$ cat src/rtl/light_conflict_monitor.sv
// Conflict monitor between a traffic light controller and the lamps: passes
// legal requests through, and forces a flashing-red fault on conflict, bad encoding or bad sequence.
module light_conflict_monitor #(
  parameter int MIN_YEL    = 3,
  parameter int FLASH_HALF = 4,
  parameter int ALLRED_CYC = 8
) (
  input  logic       clk,
  input  logic       rst,
  input  logic [2:0] in_M1,
  input  logic [2:0] in_S,
  input  logic [2:0] in_M2,
  input  logic [2:0] in_MT,
  input  logic       clr_fault,
  output logic [2:0] out_M1,
  output logic [2:0] out_S,
  output logic [2:0] out_M2,
  output logic [2:0] out_MT,
  output logic       fault,
  output logic [1:0] fault_code,
  output logic [7:0] fault_cnt
);

  localparam logic [2:0] RED  = 3'b100;
  localparam logic [2:0] YEL  = 3'b010;
  localparam logic [2:0] GRN  = 3'b001;
  localparam logic [2:0] DARK = 3'b000;

  localparam int RW = $clog2(ALLRED_CYC + 1);
  localparam int FW = $clog2(2 * FLASH_HALF);
  localparam logic [RW-1:0] REC_LAST   = RW'(ALLRED_CYC - 1);
  localparam logic [FW-1:0] FLASH_LAST = FW'(2 * FLASH_HALF - 1);
  localparam logic [FW-1:0] FLASH_MID  = FW'(FLASH_HALF);
  localparam logic [7:0]    MIN_YEL_W  = 8'(MIN_YEL);

  typedef enum logic [1:0] {
    RECOVER = 2'd0,
    RUN     = 2'd1,
    FAULT   = 2'd2
  } state_t;

  state_t state_reg, state_next;

  // Direction index: 0=M1, 1=S, 2=M2, 3=MT
  logic [2:0] lamp_in [4];
  logic [3:0] valid, green, seq_bad, inv_bad;
  logic [2:0] prev_reg [4];
  logic [7:0] ycnt_reg [4];
  logic       inv_reg  [4];
  logic [2:0] out_reg  [4];
  logic [2:0] out_next [4];

  logic [RW-1:0] rec_cnt_reg, rec_cnt_next;
  logic [FW-1:0] flash_cnt_reg, flash_cnt_next;
  logic          conflict, invalid, sequence_err, detect, all_valid, fault_entry;
  logic [1:0]    cause;

  assign lamp_in[0] = in_M1;
  assign lamp_in[1] = in_S;
  assign lamp_in[2] = in_M2;
  assign lamp_in[3] = in_MT;

  genvar gi;
  generate
    for (gi = 0; gi < 4; gi++) begin : g_dir
      assign valid[gi]   = (lamp_in[gi] == RED) || (lamp_in[gi] == YEL) || (lamp_in[gi] == GRN);
      assign green[gi]   = (lamp_in[gi] == GRN);
      // inv_reg remembers a bad encoding last cycle, so one-cycle glitches pass
      assign inv_bad[gi] = !valid[gi] && inv_reg[gi];
      assign seq_bad[gi] = valid[gi] && (
          (prev_reg[gi] == RED && lamp_in[gi] == YEL) ||
          (prev_reg[gi] == GRN && lamp_in[gi] == RED) ||
          (prev_reg[gi] == YEL && lamp_in[gi] == GRN) ||
          (prev_reg[gi] == YEL && lamp_in[gi] == RED && ycnt_reg[gi] < MIN_YEL_W));

      always_ff @(posedge clk or negedge rst) begin
        if (!rst) begin
          prev_reg[gi] <= RED;
          ycnt_reg[gi] <= 8'd0;
          inv_reg[gi]  <= 1'b0;
        end else begin
          inv_reg[gi] <= !valid[gi];
          if (valid[gi]) begin
            prev_reg[gi] <= lamp_in[gi];
          end
          if (lamp_in[gi] == YEL) begin
            ycnt_reg[gi] <= (ycnt_reg[gi] == 8'hFF) ? ycnt_reg[gi] : ycnt_reg[gi] + 8'd1;
          end else begin
            ycnt_reg[gi] <= 8'd0;
          end
        end
      end
    end
  endgenerate

  assign conflict     = (green[1] && (green[0] || green[2] || green[3])) || (green[3] && green[2]);
  assign invalid      = |inv_bad;
  assign sequence_err = (state_reg == RUN) && (|seq_bad);
  assign detect       = conflict || invalid || sequence_err;
  assign all_valid    = &valid;
  assign cause        = conflict ? 2'b01 : (invalid ? 2'b10 : 2'b11);

  always_comb begin
    state_next = state_reg;
    case (state_reg)
      RECOVER: begin
        if (detect) begin
          state_next = FAULT;
        end else if (rec_cnt_reg == REC_LAST) begin
          state_next = RUN;
        end
      end
      RUN: begin
        if (detect) begin
          state_next = FAULT;
        end
      end
      FAULT: begin
        if (clr_fault && all_valid && !conflict) begin
          state_next = RECOVER;
        end
      end
      default: state_next = RECOVER;
    endcase
  end

  assign fault_entry = (state_next == FAULT) && (state_reg != FAULT);

  always_comb begin
    rec_cnt_next   = '0;
    flash_cnt_next = '0;
    if (state_next == RECOVER && state_reg == RECOVER) begin
      rec_cnt_next = rec_cnt_reg + RW'(1);
    end
    // Counter restarts on every FAULT entry, so the flash always opens with red
    if (state_next == FAULT && state_reg == FAULT) begin
      flash_cnt_next = (flash_cnt_reg == FLASH_LAST) ? '0 : flash_cnt_reg + FW'(1);
    end
    for (int i = 0; i < 4; i++) begin
      out_next[i] = RED;
      case (state_next)
        RUN:     out_next[i] = lamp_in[i];
        FAULT:   out_next[i] = (flash_cnt_next < FLASH_MID) ? RED : DARK;
        default: out_next[i] = RED;
      endcase
    end
  end

  always_ff @(posedge clk or negedge rst) begin
    if (!rst) begin
      state_reg     <= RECOVER;
      rec_cnt_reg   <= '0;
      flash_cnt_reg <= '0;
      fault_code    <= 2'b00;
      fault_cnt     <= 8'd0;
      for (int i = 0; i < 4; i++) begin
        out_reg[i] <= RED;
      end
    end else begin
      state_reg     <= state_next;
      rec_cnt_reg   <= rec_cnt_next;
      flash_cnt_reg <= flash_cnt_next;
      if (fault_entry) begin
        fault_code <= cause;
        if (fault_cnt != 8'hFF) begin
          fault_cnt <= fault_cnt + 8'd1;
        end
      end
      for (int i = 0; i < 4; i++) begin
        out_reg[i] <= out_next[i];
      end
    end
  end

  assign out_M1 = out_reg[0];
  assign out_S  = out_reg[1];
  assign out_M2 = out_reg[2];
  assign out_MT = out_reg[3];
  assign fault  = (state_reg == FAULT);

endmodule

$ cat config.mk
export PLATFORM = sky130hd
export DESIGN_NAME = light_conflict_monitor
export DESIGN_NICKNAME = d
export VERILOG_FILES = /design/src/rtl/light_conflict_monitor.sv
export SDC_FILE = /design/constraint.sdc
export NUM_CORES = 1
export LEC_CHECK = 0
export ABC_CLOCK_PERIOD_IN_PS = 3000
export BUFFER_PORTS_ARGS = -buffer_cell sky130_fd_sc_hd__buf_4
export CAP_MARGIN = 10
export CORE_MARGIN = 4
export CORE_UTILIZATION = 55
export CTS_CLUSTER_SIZE = 12
export DETAILED_ROUTE_END_ITERATION = 8
export GPL_TIMING_DRIVEN = 0
export HOLD_SLACK_MARGIN = 0.15
export PLACE_DENSITY = 0.78
export SYNTH_ARGS = -nofsm -noshare
export SYNTH_HDL_FRONTEND = slang
export SYNTH_SLANG_ARGS = --single-unit
$ cat constraint.sdc
create_clock -name clk -period 3 [get_ports clk]
set_input_delay 0.6 -clock clk [delete_from_list [all_inputs] [get_ports clk]]
set_output_delay 0.6 -clock clk [all_outputs]
set_load 0.05 [all_outputs]
==> impl_metrics.yaml <==
status:
  status: "complete, no violations"
floorplanning:
  rows: 30
  floorplan.initialDensity: 0.578
  coreArea_sq_um: 6910
  ios: 38
  die_w_um: 93.2
  die_area_sq_um: 8680
  dieHeight_um: 93.2
clock_network:
  clkTransAtPathRegs_ns: 0.08
  cts_tree: "yes"
  numCtsBuffers: 9
  clock_latency_ns: 0.35
  clock-sinks: 79
  h-tree-depth: 3
  cts.path.max_buffers: 2
  root_buffer: "clkbuf_8"
setup_path:
  startpoint: "in_M2[0]"
  r2r_start: "ycnt_reg[0]$_DFFE_PN0P_"
  r2r-end: "fault_cnt[7]$_DFFE_PN0P_"
  slowest_stage: "or4_1"
  startpoint_type: "input port"
  worst_r2r_path_depth: 11
  r2r_slack_ns: 0.23
  crit_path_end_kind: "register"
  critPathCapture: "fault_cnt[7]$_DFFE_PN0P_"
  crit_arrival_ns: 3.17
  critPathMaxFanout: 9
  crit_chain: "buf_4 > or3b_1 > buf_2 > or4_1 > nand3_1 > o311a_2 > a211o_1 > ha_2 > o211a_4 > nand4_1 > or3_1 > nand2_1"
  required_ns: 3.30
  max_stage_delay_ns: 0.43
  worstSetupPathType: "in -> reg"
detailed_routing:
  firstDrtPassIters: 4
  drt_iter0_markers: 120
  drc: 0
  wl_um: 8220
  vias_per_cell: 5.77
  ant_nets: 0
  wl_per_cell_um: 15.1
  num_vias: 3145
power_and_ir_drop:
  p_comb_frac: 0.246
  total_power_uw: 3100
  clockPowerShare: 0.334
  switching_share: 0.317
  p_int_uw: 2120
  seqPwrFrac: 0.420
  total_leakage_power_uw: 0.00219
  power.density_nw_per_um2: 665
  peakVddDrop_mv: 0.321
  p_sw_uw: 982
logic_synthesis:
  synthArstFlopShare: 1.00
  yosysUniqueCellTypes: 56
  synth_top_flop_cell: "dfrtp_1"
  synth_fp_nets: 423
  synth-seq-area-share: 0.498
  synth-seq-cells: 79
  yosysWarnings: 0
  synth-edff-count: 0
  syn_area_sq_um: 3990
  netlist_instances: 397
  avgSynthCellArea_sq_um: 10.0
timing:
  holdWs_ns: 0.400
  fin_tns_setup_ns: 0
  period_share: 0.957
  hold_viol: 0
  relSlewSlack: 0.341
  post-route-min-period_ns: 2.87
  skew_ns: 0.00863
  setup_viol: 0
  max_freq_mhz: 348
  slew_violations: 0
  worstMarginPinSlew_ns: 0.989
  rsz0062_at_grt: "no"
place:
  hpwl_um: 5740
  port_buffers: 35
  gp_congestion: 0.819
grt:
  grt_usage: 0.197
  grt_overflow: 0
  grt_pass1_vias: 2969
  grt_pass1_wl_um: 13600
  antenna_found_initial: 0
  grt_max_degree: 80
finish:
  drive_above_1_share: 0.187
  multiInputGateArea_sq_um: 1870
  seqCellArea_sq_um: 1990
  n_antenna_cell: 0
  largest_register_ff_count: 32
  num-nets-final: 470
  area_growth_pct: 16.9
  fill_cells: 573
min_path:
  hold_path_class: "in -> async"
job:
  maxCapViolCount: 0
Yosys cell counts, types with 3 or more instances:
cell type,n,share of area
dfrtp_1,71,0.45
buf_2,13,0.016
or3b_1,3,0.0066
nand4_1,11,0.017
a31oi_1,14,0.022
clkbuf_1,4,0.0038
xnor2_1,15,0.033
o21bai_1,4,0.0075
ha_1,11,0.035
dfstp_2,8,0.053
a211oi_1,8,0.015
nor4b_1,4,0.0088
nand3_1,14,0.018
nor3_1,7,0.0088
o21ai_0,14,0.018
o21a_1,3,0.0056
inv_1,14,0.013
nor4_1,3,0.0047
mux2_2,3,0.0085
nand2_1,30,0.028
nor3b_1,6,0.011
nor2_1,45,0.042
o211ai_1,4,0.0075
nor4bb_1,9,0.023
and3_1,12,0.019
xor2_1,9,0.020
and2_1,9,0.014
mux2i_1,4,0.010
o32ai_1,4,0.0088
a21oi_1,10,0.013
worst min path at each step:
stage,slack (ns),endpoint,cells after the start
detailed placement,0.43,flash_cnt_reg[0]$_DFF_PN0_,1
CTS,0.44,ycnt_reg[12]$_DFFE_PN0P_,1
global route,0.45,prev_reg[8]$_DFFE_PN1P_,2
global placement,0.43,flash_cnt_reg[0]$_DFF_PN0_,1
floorplan,0.30,fault_cnt[0]$_DFFE_PN0P_,0
finish,0.40,out_M2[1]$_DFF_PN0_,1
cell type report:
type,count,area share
sequential,79,0.426
timing repair buffer,36,0.0580
clock inverter,7,0.0311
multi-input combinational,286,0.402
clock buffer,9,0.0266
tap,96,0.0258
inverter,14,0.0113
buffer,18,0.0196
routing by layer:
layer | part of all wire | vias up | wire, um | GRT usage
li1 | - | 1520 | - | -
met1 | 0.45 | 1550 | 3730 | 0.256
met2 | 0.49 | 61 | 4070 | 0.325
met3 | 0.033 | 14 | 275 | 0.0354
met4 | 0.018 | 0 | 149 | 0.0806
met5 | 0 | - | 0 | 0
critical path: cells and delay by family:
family          cells  cell delay, ns
buf+inv             2            0.30
simple gates        6            1.48
compound gates      3            0.53
fa+ha+maj           1            0.24
through the flow:
stage	utilization	cells	cell area, sq um	setup WS, ns
6_report	0.675	545	4660	0.128
3_3_place_gp	0.633	528	4370	-0.271
4_1_cts	0.672	544	4640	0.0115
5_1_grt	0.675	545	4660	0.0281
2_1_floorplan	-	397	3990	0.0398
3_5_place_dp	0.633	528	4370	-0.354
cell families after synthesis:
logic type                 count (synthesis)  share of synthesized area
and+or+nand+nor                          166                      0.227
xor gates and xnor gates                  24                     0.0527
DFF                                       79                      0.498
AOI/OAI and AO/OA                         78                      0.133
buffers and inverters                     32                     0.0361
muxes                                      7                     0.0185
adders and majority gates                 11                     0.0345
cell usage in the layout (no fill, tap or decap), drive strengths merged, types with 3 or more instances in the layout:
| cell | count |
|---|---|
| a21oi | 10 |
| and3 | 12 |
| nand4 | 11 |
| o21bai | 4 |
| and2 | 10 |
| o211ai | 5 |
| o21a | 3 |
| nor4bb | 9 |
| nand3 | 14 |
| ha | 11 |
| a31oi | 14 |
| nor3 | 7 |
| o21ai | 15 |
| mux2i | 4 |
| a211oi | 8 |
| mux2 | 3 |
| nor2 | 45 |
| nand2 | 30 |
| dfstp | 8 |
| o32ai | 4 |
| xor2 | 9 |
| or3b | 3 |
| nor4 | 4 |
| nor3b | 6 |
| bufinv | 4 |
| xnor2 | 15 |
| buf | 50 |
| nor4b | 4 |
| dfrtp | 71 |
| clkbuf | 13 |
| inv | 14 |
what timing repair did:
action,CTS,global route
gates resized for setup,0,3
hold buffers,0,0
buffers inserted,0,1
setup endpoints to repair,0,3
power groups by stage:
stage / Clock (uW) / Combinational, uW / Sequential (uW)
2_1_floorplan: 0 / 337 / 1500
3_3_place_gp: 0 / 733 / 1310
3_5_place_dp: 0 / 756 / 1320
4_1_cts: 1060 / 762 / 1300
5_1_grt: 1100 / 828 / 1320
6_report: 1030 / 764 / 1300
(Power assumes the default switching activity.)
